### src/rtl/axi2mem_synch_resp.sv
// axi2mem_synch_resp: queues joined TCDM synch IDs as AXI write responses and tracks outstanding transactions.
// Optional error detection is compiled in with `define AXI2MEM_SYNCH_RESP_ERR_CHK_EN.
module axi2mem_synch_resp #(
    parameter int ID_WIDTH   = 6,
    parameter int FIFO_DEPTH = 4,
    parameter int CNT_WIDTH  = 8
) (
    input  logic                 clk_i,
    input  logic                 rst_ni,
    input  logic                 trans_req_i,
    output logic                 trans_gnt_o,
    input  logic                 synch_req_i,
    input  logic [ID_WIDTH-1:0]  synch_id_i,
    output logic                 synch_gnt_o,
    output logic                 resp_valid_o,
    output logic [ID_WIDTH-1:0]  resp_id_o,
    input  logic                 resp_ready_i,
    output logic                 busy_o,
    output logic [CNT_WIDTH-1:0] outstanding_o,
    output logic                 err_o
);
    localparam int PW = $clog2(FIFO_DEPTH);
    localparam logic [PW-1:0]        PTR_ONE  = 1;
    localparam logic [PW:0]          OCC_ONE  = 1;
    localparam logic [PW:0]          OCC_FULL = FIFO_DEPTH;
    localparam logic [CNT_WIDTH-1:0] CNT_ONE  = 1;

    logic [ID_WIDTH-1:0]  mem [FIFO_DEPTH];
    logic [PW-1:0]        wr_ptr, rd_ptr;
    logic [PW:0]          occ;
    logic [CNT_WIDTH-1:0] count;
    logic                 full, empty, push, pop, inc;

    assign full          = occ == OCC_FULL;
    assign empty         = occ == '0;
    assign synch_gnt_o   = rst_ni && !full;
    assign trans_gnt_o   = rst_ni && (count != '1);
    assign push          = synch_req_i && synch_gnt_o;
    assign resp_valid_o  = !empty;
    assign pop           = resp_valid_o && resp_ready_i;
    assign inc           = trans_req_i && trans_gnt_o;
    assign resp_id_o     = empty ? '0 : mem[rd_ptr];
    assign busy_o        = count != '0;
    assign outstanding_o = count;

    // Queue storage: written at the write pointer on every accepted synch event
    always_ff @(posedge clk_i) begin
        if (push) mem[wr_ptr] <= synch_id_i;
    end

    // Queue pointers and occupancy; pointers wrap naturally since depth is a power of two
    always_ff @(posedge clk_i) begin
        if (!rst_ni) begin
            wr_ptr <= '0;
            rd_ptr <= '0;
            occ    <= '0;
        end else begin
            if (push) wr_ptr <= wr_ptr + PTR_ONE;
            if (pop) rd_ptr <= rd_ptr + PTR_ONE;
            if (push && !pop) occ <= occ + OCC_ONE;
            else if (pop && !push) occ <= occ - OCC_ONE;
        end
    end

    // Outstanding counter: saturates via trans_gnt_o at the top, holds at zero on underflow pops
    always_ff @(posedge clk_i) begin
        if (!rst_ni) count <= '0;
        else if (inc && !pop) count <= count + CNT_ONE;
        else if (pop && !inc && count != '0) count <= count - CNT_ONE;
    end

`ifdef AXI2MEM_SYNCH_RESP_ERR_CHK_EN
    logic err_q;
    assign err_o = err_q;

    // Sticky error on an underflow pop or a synch event refused by a full queue
    always_ff @(posedge clk_i) begin
        if (!rst_ni) err_q <= 1'b0;
        else if ((pop && count == '0) || (synch_req_i && full)) err_q <= 1'b1;
    end
`else
    assign err_o = 1'b0;
`endif

endmodule

### config.mk
export PLATFORM = sky130hd
export DESIGN_NAME = axi2mem_synch_resp
export DESIGN_NICKNAME = d
export VERILOG_FILES = /design/src/rtl/axi2mem_synch_resp.sv
export SDC_FILE = /design/constraint.sdc
export NUM_CORES = 1
export LEC_CHECK = 0
export CORE_MARGIN = 2
export CORE_UTILIZATION = 55
export CTS_BUF_LIST = sky130_fd_sc_hd__clkbuf_4 sky130_fd_sc_hd__clkbuf_8
export DETAILED_ROUTE_END_ITERATION = 7
export MAX_ROUTING_LAYER = met4
export PLACE_DENSITY = 0.81
export SYNTH_ARGS = -nofsm -noshare
export SYNTH_HDL_FRONTEND = slang
export SYNTH_SLANG_ARGS = --single-unit
### constraint.sdc
create_clock -name clk_i -period 6 [get_ports clk_i]
set_input_delay 1.2 -clock clk_i [delete_from_list [all_inputs] [get_ports clk_i]]
set_output_delay 1.2 -clock clk_i [all_outputs]
set_load 0.01 [all_outputs]
==> results of run 1 <==
[power by group through the flow]
stage          Clock [W]  Sequential (W)  Combinational, W
2_1_floorplan          0        0.000401          0.000338
3_3_place_gp           0        0.000411          0.000484
3_5_place_dp           0        0.000414          0.000499
4_1_cts         0.000187        0.000408          0.000501
5_1_grt         0.000200        0.000419          0.000558
6_report        0.000183        0.000407          0.000498
[placed cells by master (no fill, tap or decap), drive strengths merged, types with 4 or more instances in the layout]
cell           instances
nor2b                  7
ha                    12
mux2i                 10
edfxtp                24
dfxtp                 17
xor2                   5
and3                   4
o21ai                  5
a21oi                  7
nand2                  5
nor2                  17
clkdlybuf4s50         28
clkbuf                 5
inv                    8
mux4                   6
[routing by layer]
metal	routed length, µm	up-vias	global-route usage [%]	part of all wire [%]
li1	-	658	-	-
met1	1600	612	26.6	47
met2	1640	20	29.9	48
met3	103	6	4.17	3.0
met4	51	0	7.18	1.5
met5	0	-	-	0
[worst paths after layout]
path	depth (start not counted)	slack, ns	to	from
min	2	0.49	flop	rd_ptr[1]
max reg2reg	8	3.21	outstanding_o[7]	occ[0]
min reg2reg	2	0.49	flop	rd_ptr[1]
max	4	1.82	synch_gnt_o	rst_ni
[worst min-delay path: cells and delay by family (launching register included)]
family | cells | cell delay [ns]
AO/OA/AOI/OAI | 2 | 0.13
flip-flops | 1 | 0.31
[cell families (layout without fill, tap and decap cells)]
kind of cell             after synthesis  after routing  share of synthesized area (%)
XOR/XNOR                               8              8                           3.46
buffers and inverters                 11             43                           2.29
AND/OR/NAND/NOR                       45             45                           10.9
flip-flops                            41             41                           52.4
adder cells (fa/ha/maj)               14             14                           9.39
AO/OA/AOI/OAI                         25             25                           9.09
other                                  1              1                          0.185
multiplexers                          16             16                           12.2
[area by class of cell]
type	instances	area, µm²	area share [%]
repair buffers	28	280	11.5
well taps	48	60.1	2.46
inverters	7	26.3	1.08
flip-flops and latches	41	1060	43.5
clock inverters	3	25.0	1.03
multi-input cells	109	917	37.6
clock buffers	5	68.8	2.82
[sequential cells by signal, indices dropped and copies added, names as in the netlist, named ones only]
name,count
mem,24
rd_ptr,2
occ,3
outstanding_o,8
wr_ptr,2
[through the flow]
| step | utilization (%) | total power [W] | hold WS, ns |
|---|---|---|---|
| after floorplan | - | 0.000739 | 0.459 |
| after global placement | 65.0 | 0.000895 | 0.472 |
| after detailed placement | 65.0 | 0.000913 | 0.483 |
| after CTS | 67.6 | 0.00110 | 0.493 |
| after global routing | 67.6 | 0.00118 | 0.543 |
| final | 67.6 | 0.00109 | 0.489 |
==> flow_summary.json, run 1 <==
{
  "status": "complete, no violations",
  "timing.critical_path.cells": "clkdlybuf4s50_1 > inv_1 > a21oi_1 > clkdlybuf4s50_1",
  "synth_most_common_cell": "edfxtp_1",
  "p_clk_share_pct": 16.9,
  "power_leakage_nw": 0.913,
  "tritoncts": "built",
  "num_rows": 22,
  "synth.distinct_cells": 37,
  "chipWidth_um": 64.7,
  "cts_h_tree_depth": 2,
  "power-per-cell-area_nw_per_um2": 446,
  "synth_area_um2": 2020,
  "slew_headroom_pct": 33.5,
  "synth_top_cells_by_area": "edfxtp_1 (36%), dfxtp_1 (17%), ha_1 (7.4%), mux4_2 (6.7%), mux2i_1 (4.4%)",
  "grt_use_total_pct": 19.8,
  "fillers": 262,
  "post-synth-top-area-cell": "edfxtp_1",
  "postSynth.asyncResetShare_pct": 0,
  "critical_path.most_common_cell": "clkdlybuf4s50_1",
  "detailedPlacementHpwl_mm": 2.55,
  "cts_resized": 0,
  "post-route-period-util_pct": 69.6,
  "drt-total-wl_mm": 3.39,
  "grt_pass1_wl_mm": 6.03,
  "synth_ff_type": "edfxtp_1",
  "cp_data_arrival_time_ns": 2.98,
  "syn-instance-count": 161,
  "critical_path_peak_fanout": 16,
  "critPathRequiredTime_ns": 4.80,
  "fmax_ghz": 0.239,
  "placed_area_um2": 2340,
  "fin_nets": 217,
  "switching_power_of_the_nets_w": 0.000391,
  "synth_enable_flop_cells": 24,
  "hold_viol_final": 0,
  "critical_path.startpoint_type": "input port",
  "netSwitchingFraction_pct": 35.9,
  "worst_setup_path_end_kind": "primary output",
  "postLayoutCellArea_um2": 2440,
  "sequential_fraction_of_the_synthesis_area_pct": 52.4,
  "gpl.final_weighted_congestion": 0.770,
  "route.detailed.vias_per_inst": 5.38,
  "grt_max_degree": 17,
  "synth_fp_nets": 186,
  "finalClockSkew_ns": 0.0122,
  "routedWlPerCell_um": 14.1,
  "root_buffer": "clkbuf_8",
  "clk_latency_ns": 0.29,
  "drc": 0,
  "ir_worst_vdd_v": 0.000256,
  "instances_no_fill": 241,
  "floorplan.core_area_um2": 3610,
  "numPlacedInstances": 233,
  "tmin_final_ns": 4.18,
  "first_pass_iters": 4,
  "post_synth.cell_area_avg_um2": 12.6,
  "dr.first_iter.drc_count": 76,
  "ys_seq_elements": 41,
  "via_count_of_the_routed_design": 1296,
  "postCtsSetupBuffers": 0,
  "gr_ovfl_total": 0,
  "worst_setup_hold_path_clk_slew_ns": 0.07,
  "timing_max_transition_violations_final": 0,
  "max-cap-violations": 0,
  "clock_sinks": 41,
  "hp-class": "flop to flop",
  "syn_to_final_growth_pct": 20.5,
  "rsz0062_at_grt": "false",
  "portBuffers": 28,
  "initial_util_pct": 56.1,
  "p_int_w": 0.000698,
  "ctsLongestPathBuffers": 2,
  "total_of_endpoints_with_negative_setup_slack_in_the_final_report": 0,
  "synth.cells.most_frequent": "edfxtp_1 (24), dfxtp_1 (17), nor2_1 (17)",
  "n_antenna_cell": 0,
  "worst-slew-pin-transition_ns": 0.990,
  "critPathKind": "input port to primary output",
  "cpPeakStageDelay_ns": 0.61,
  "overall_die_area_um2": 4180,
  "layout_setup_ws_ns": 1.82,
  "remaining_number_of_nets_flagged_by_the_antenna_check_after_routing": 0,
  "num_io_pins": 30,
  "setup-tns-final_ns": 0,
  "path_delay_family": "buffers and inverters",
  "cts_buffer_count": 5,
  "combPwrFrac_pct": 45.8,
  "dp_slack_ns": 1.83,
  "cpMaxStageDelayCell": "clkdlybuf4s50_1",
  "synthDominantCellAreaShare_pct": 35.6,
  "yosys_warnings": 0,
  "number_of_global_route_vias_before_repair": 1305,
  "antenna_violations_before_repair": 0,
  "power.sequential.fraction_pct": 37.4,
  "share_of_final_layout_standard_cells_stronger_than_drive_strength_1_pct": 10.4,
  "post_cts_hold_buffer_count": 0,
  "die_h_um": 64.7,
  "cp.buffers_inverters": 3
}
Power figures use the tool's default switching activity.
==> run 2, diff against run 1 <==
--- a/config.mk
+++ b/config.mk
@@ -6,11 +6,11 @@
 export NUM_CORES = 1
 export LEC_CHECK = 0
 export CORE_MARGIN = 2
-export CORE_UTILIZATION = 55
+export CORE_UTILIZATION = 50
 export CTS_BUF_LIST = sky130_fd_sc_hd__clkbuf_4 sky130_fd_sc_hd__clkbuf_8
 export DETAILED_ROUTE_END_ITERATION = 7
 export MAX_ROUTING_LAYER = met4
-export PLACE_DENSITY = 0.81
+export PLACE_DENSITY = 0.77
 export SYNTH_ARGS = -nofsm -noshare
 export SYNTH_HDL_FRONTEND = slang
 export SYNTH_SLANG_ARGS = --single-unit
==> constraint.sdc (replaced) <==
create_clock -name clk_i -period 3.6 [get_ports clk_i]
set_input_delay 0.72 -clock clk_i [delete_from_list [all_inputs] [get_ports clk_i]]
set_output_delay 0.72 -clock clk_i [all_outputs]
set_load 0.01 [all_outputs]
==> run 2 against run 1 <==
Power is 68% higher; die area is 9.4% higher; via count is 5.3% higher; clock-buffer cell count stayed put; first-iteration DRC count is 16% lower; register-to-register slack worse by 2.4 ns; worst hold slack better by 0.0042 ns; sequential power is 67% higher; non-clock buffer count is 3 higher; critical endpoint is now outstanding_o[7]; largest power group unchanged.
==> flow_summary.json, run 2 (synthesis results as in run 1) <==
{
  "drt-total-wl_mm": 3.66,
  "fillers": 305,
  "num_rows": 23,
  "most-common-layout-cells": "clkdlybuf4s50_1 (28), edfxtp_1 (24), nor2_1 (17), dfxtp_1 (17), ha_1 (12)",
  "netSwitchingFraction_pct": 35.8,
  "layout.cells.most_common": "clkdlybuf4s50_1",
  "tritoncts": "built",
  "overall_die_area_um2": 4570,
  "critical_path.startpoint_type": "input port",
  "gpl.final_weighted_congestion": 0.809,
  "initial_util_pct": 51.3,
  "num_io_pins": 30,
  "first_pass_iters": 4,
  "report.power.total_w": 0.00183,
  "fin_nets": 220,
  "grt_max_degree": 16,
  "grt_pass1_wl_mm": 5.93,
  "power.sequential.fraction_pct": 37.1,
  "routedWlPerCell_um": 14.9,
  "portBuffers": 28,
  "p_clk_share_pct": 16.0,
  "power-per-cell-area_nw_per_um2": 742,
  "grt_use_total_pct": 18.5,
  "via_count_of_the_routed_design": 1365,
  "chipWidth_um": 67.6,
  "drc": 0,
  "rsz0062_at_grt": "false",
  "fmax_ghz": 0.338,
  "startpoint": "rst_ni",
  "finalClockSkew_ns": 0.00503,
  "post-route-period-util_pct": 82.2,
  "number_of_global_route_vias_before_repair": 1311,
  "postCtsSetupBuffers": 0,
  "worst_setup_path_end_kind": "flop",
  "share_of_final_layout_standard_cells_stronger_than_drive_strength_1_pct": 11.7,
  "n_antenna_cell": 0,
  "clk_latency_ns": 0.29,
  "layout_setup_ws_ns": 0.639,
  "dp_slack_ns": 0.386,
  "worst_hold_startpoint": "rd_ptr[1]",
  "top_register": "mem",
  "critical_path_peak_fanout": 9,
  "switching_power_of_the_nets_w": 0.000655,
  "setup-tns-final_ns": 0,
  "antenna_violations_before_repair": 0,
  "slew_headroom_pct": 63.6,
  "cts_buffer_count": 5,
  "worst-slew-pin-transition_ns": 0.541,
  "route.detailed.vias_per_inst": 5.55,
  "status": "complete, no violations",
  "dr.first_iter.drc_count": 64,
  "worst_setup_hold_path_clk_slew_ns": 0.08,
  "cts_h_tree_depth": 2,
  "timing_max_transition_violations_final": 0,
  "detailedPlacementHpwl_mm": 2.81,
  "largest_reg_flops": 24,
  "root_buffer": "clkbuf_8",
  "critPathKind": "input port to flop",
  "tmin_final_ns": 2.96,
  "critPathRequiredTime_ns": 3.82,
  "hp-class": "flop to flop",
  "combPwrFrac_pct": 46.8,
  "cp_data_arrival_time_ns": 3.18,
  "syn_to_final_growth_pct": 21.6,
  "gr_ovfl_total": 0,
  "post_cts_hold_buffer_count": 0,
  "remaining_number_of_nets_flagged_by_the_antenna_check_after_routing": 0,
  "ctsLongestPathBuffers": 2,
  "total_of_endpoints_with_negative_setup_slack_in_the_final_report": 0,
  "floorplan.core_area_um2": 3940,
  "power_leakage_nw": 0.931,
  "clock_sinks": 41,
  "cts_resized": 0,
  "p_int_w": 0.00117,
  "critical_path.reg2reg.startpoint": "occ[0]",
  "die_h_um": 67.6,
  "ir_worst_vdd_v": 0.000443,
  "max-cap-violations": 0,
  "hold_viol_final": 0
}
## run 2: worst max-delay path, cell delays in order
cell,delay (ns)
clkdlybuf4s50_1,0.55
o21a_1,0.17
nand3_1,0.33
ha_1,0.44
a211oi_1,0.28
o211ai_1,0.13
o21ai_0,0.11
mux2i_1,0.25
mux2i_1,0.20
## run 2: path summary, 6_finish.rpt
path                      end  cells after the start  slack [ns]
min                 rd_ptr[1]                      2        0.49
max          outstanding_o[7]                      9        0.64
max reg2reg  outstanding_o[7]                      8        0.81
min reg2reg         rd_ptr[1]                      2        0.49
## run 2: through the flow
stage / cells / hold WS [ns] / instance area [µm²] / utilization [%]
finish: 246 / 0.494 / 2460 / 62.4
global route: 246 / 0.523 / 2460 / 62.4
CTS: 246 / 0.505 / 2460 / 62.4
detailed placement: 238 / 0.494 / 2370 / 60.1
global placement: 238 / 0.476 / 2370 / 60.1
floorplan: 161 / 0.459 / 2020 / -
## run 2: routing by layer
layer	wire, µm	vias to the layer above	track usage [%]
met3	145	5	3.50
met2	1860	31	30.0
met5	0	-	-
li1	-	659	-
met4	45	0	7.14
met1	1610	670	22.9
## run 2: layout make-up
cell class                      count  area [µm²]  area share (%)
Clock buffer                        5        68.8            2.80
Clock inverter                      3        22.5           0.915
Inverter                            7        26.3            1.07
Multi-Input combinational cell    109         917            37.3
Sequential cell                    41        1060            43.1
Tap cell                           50        62.6            2.54
Timing Repair Buffer               31         303            12.3
## run 2: power by group through the flow
stage / Sequential, W / Combinational, W / Clock [W]
final: 0.000678 / 0.000856 / 0.000293
after global routing: 0.000693 / 0.000946 / 0.000323
after CTS: 0.000680 / 0.000858 / 0.000302
after detailed placement: 0.000691 / 0.000851 / 0
after global placement: 0.000684 / 0.000831 / 0
after floorplan: 0.000668 / 0.000563 / 0
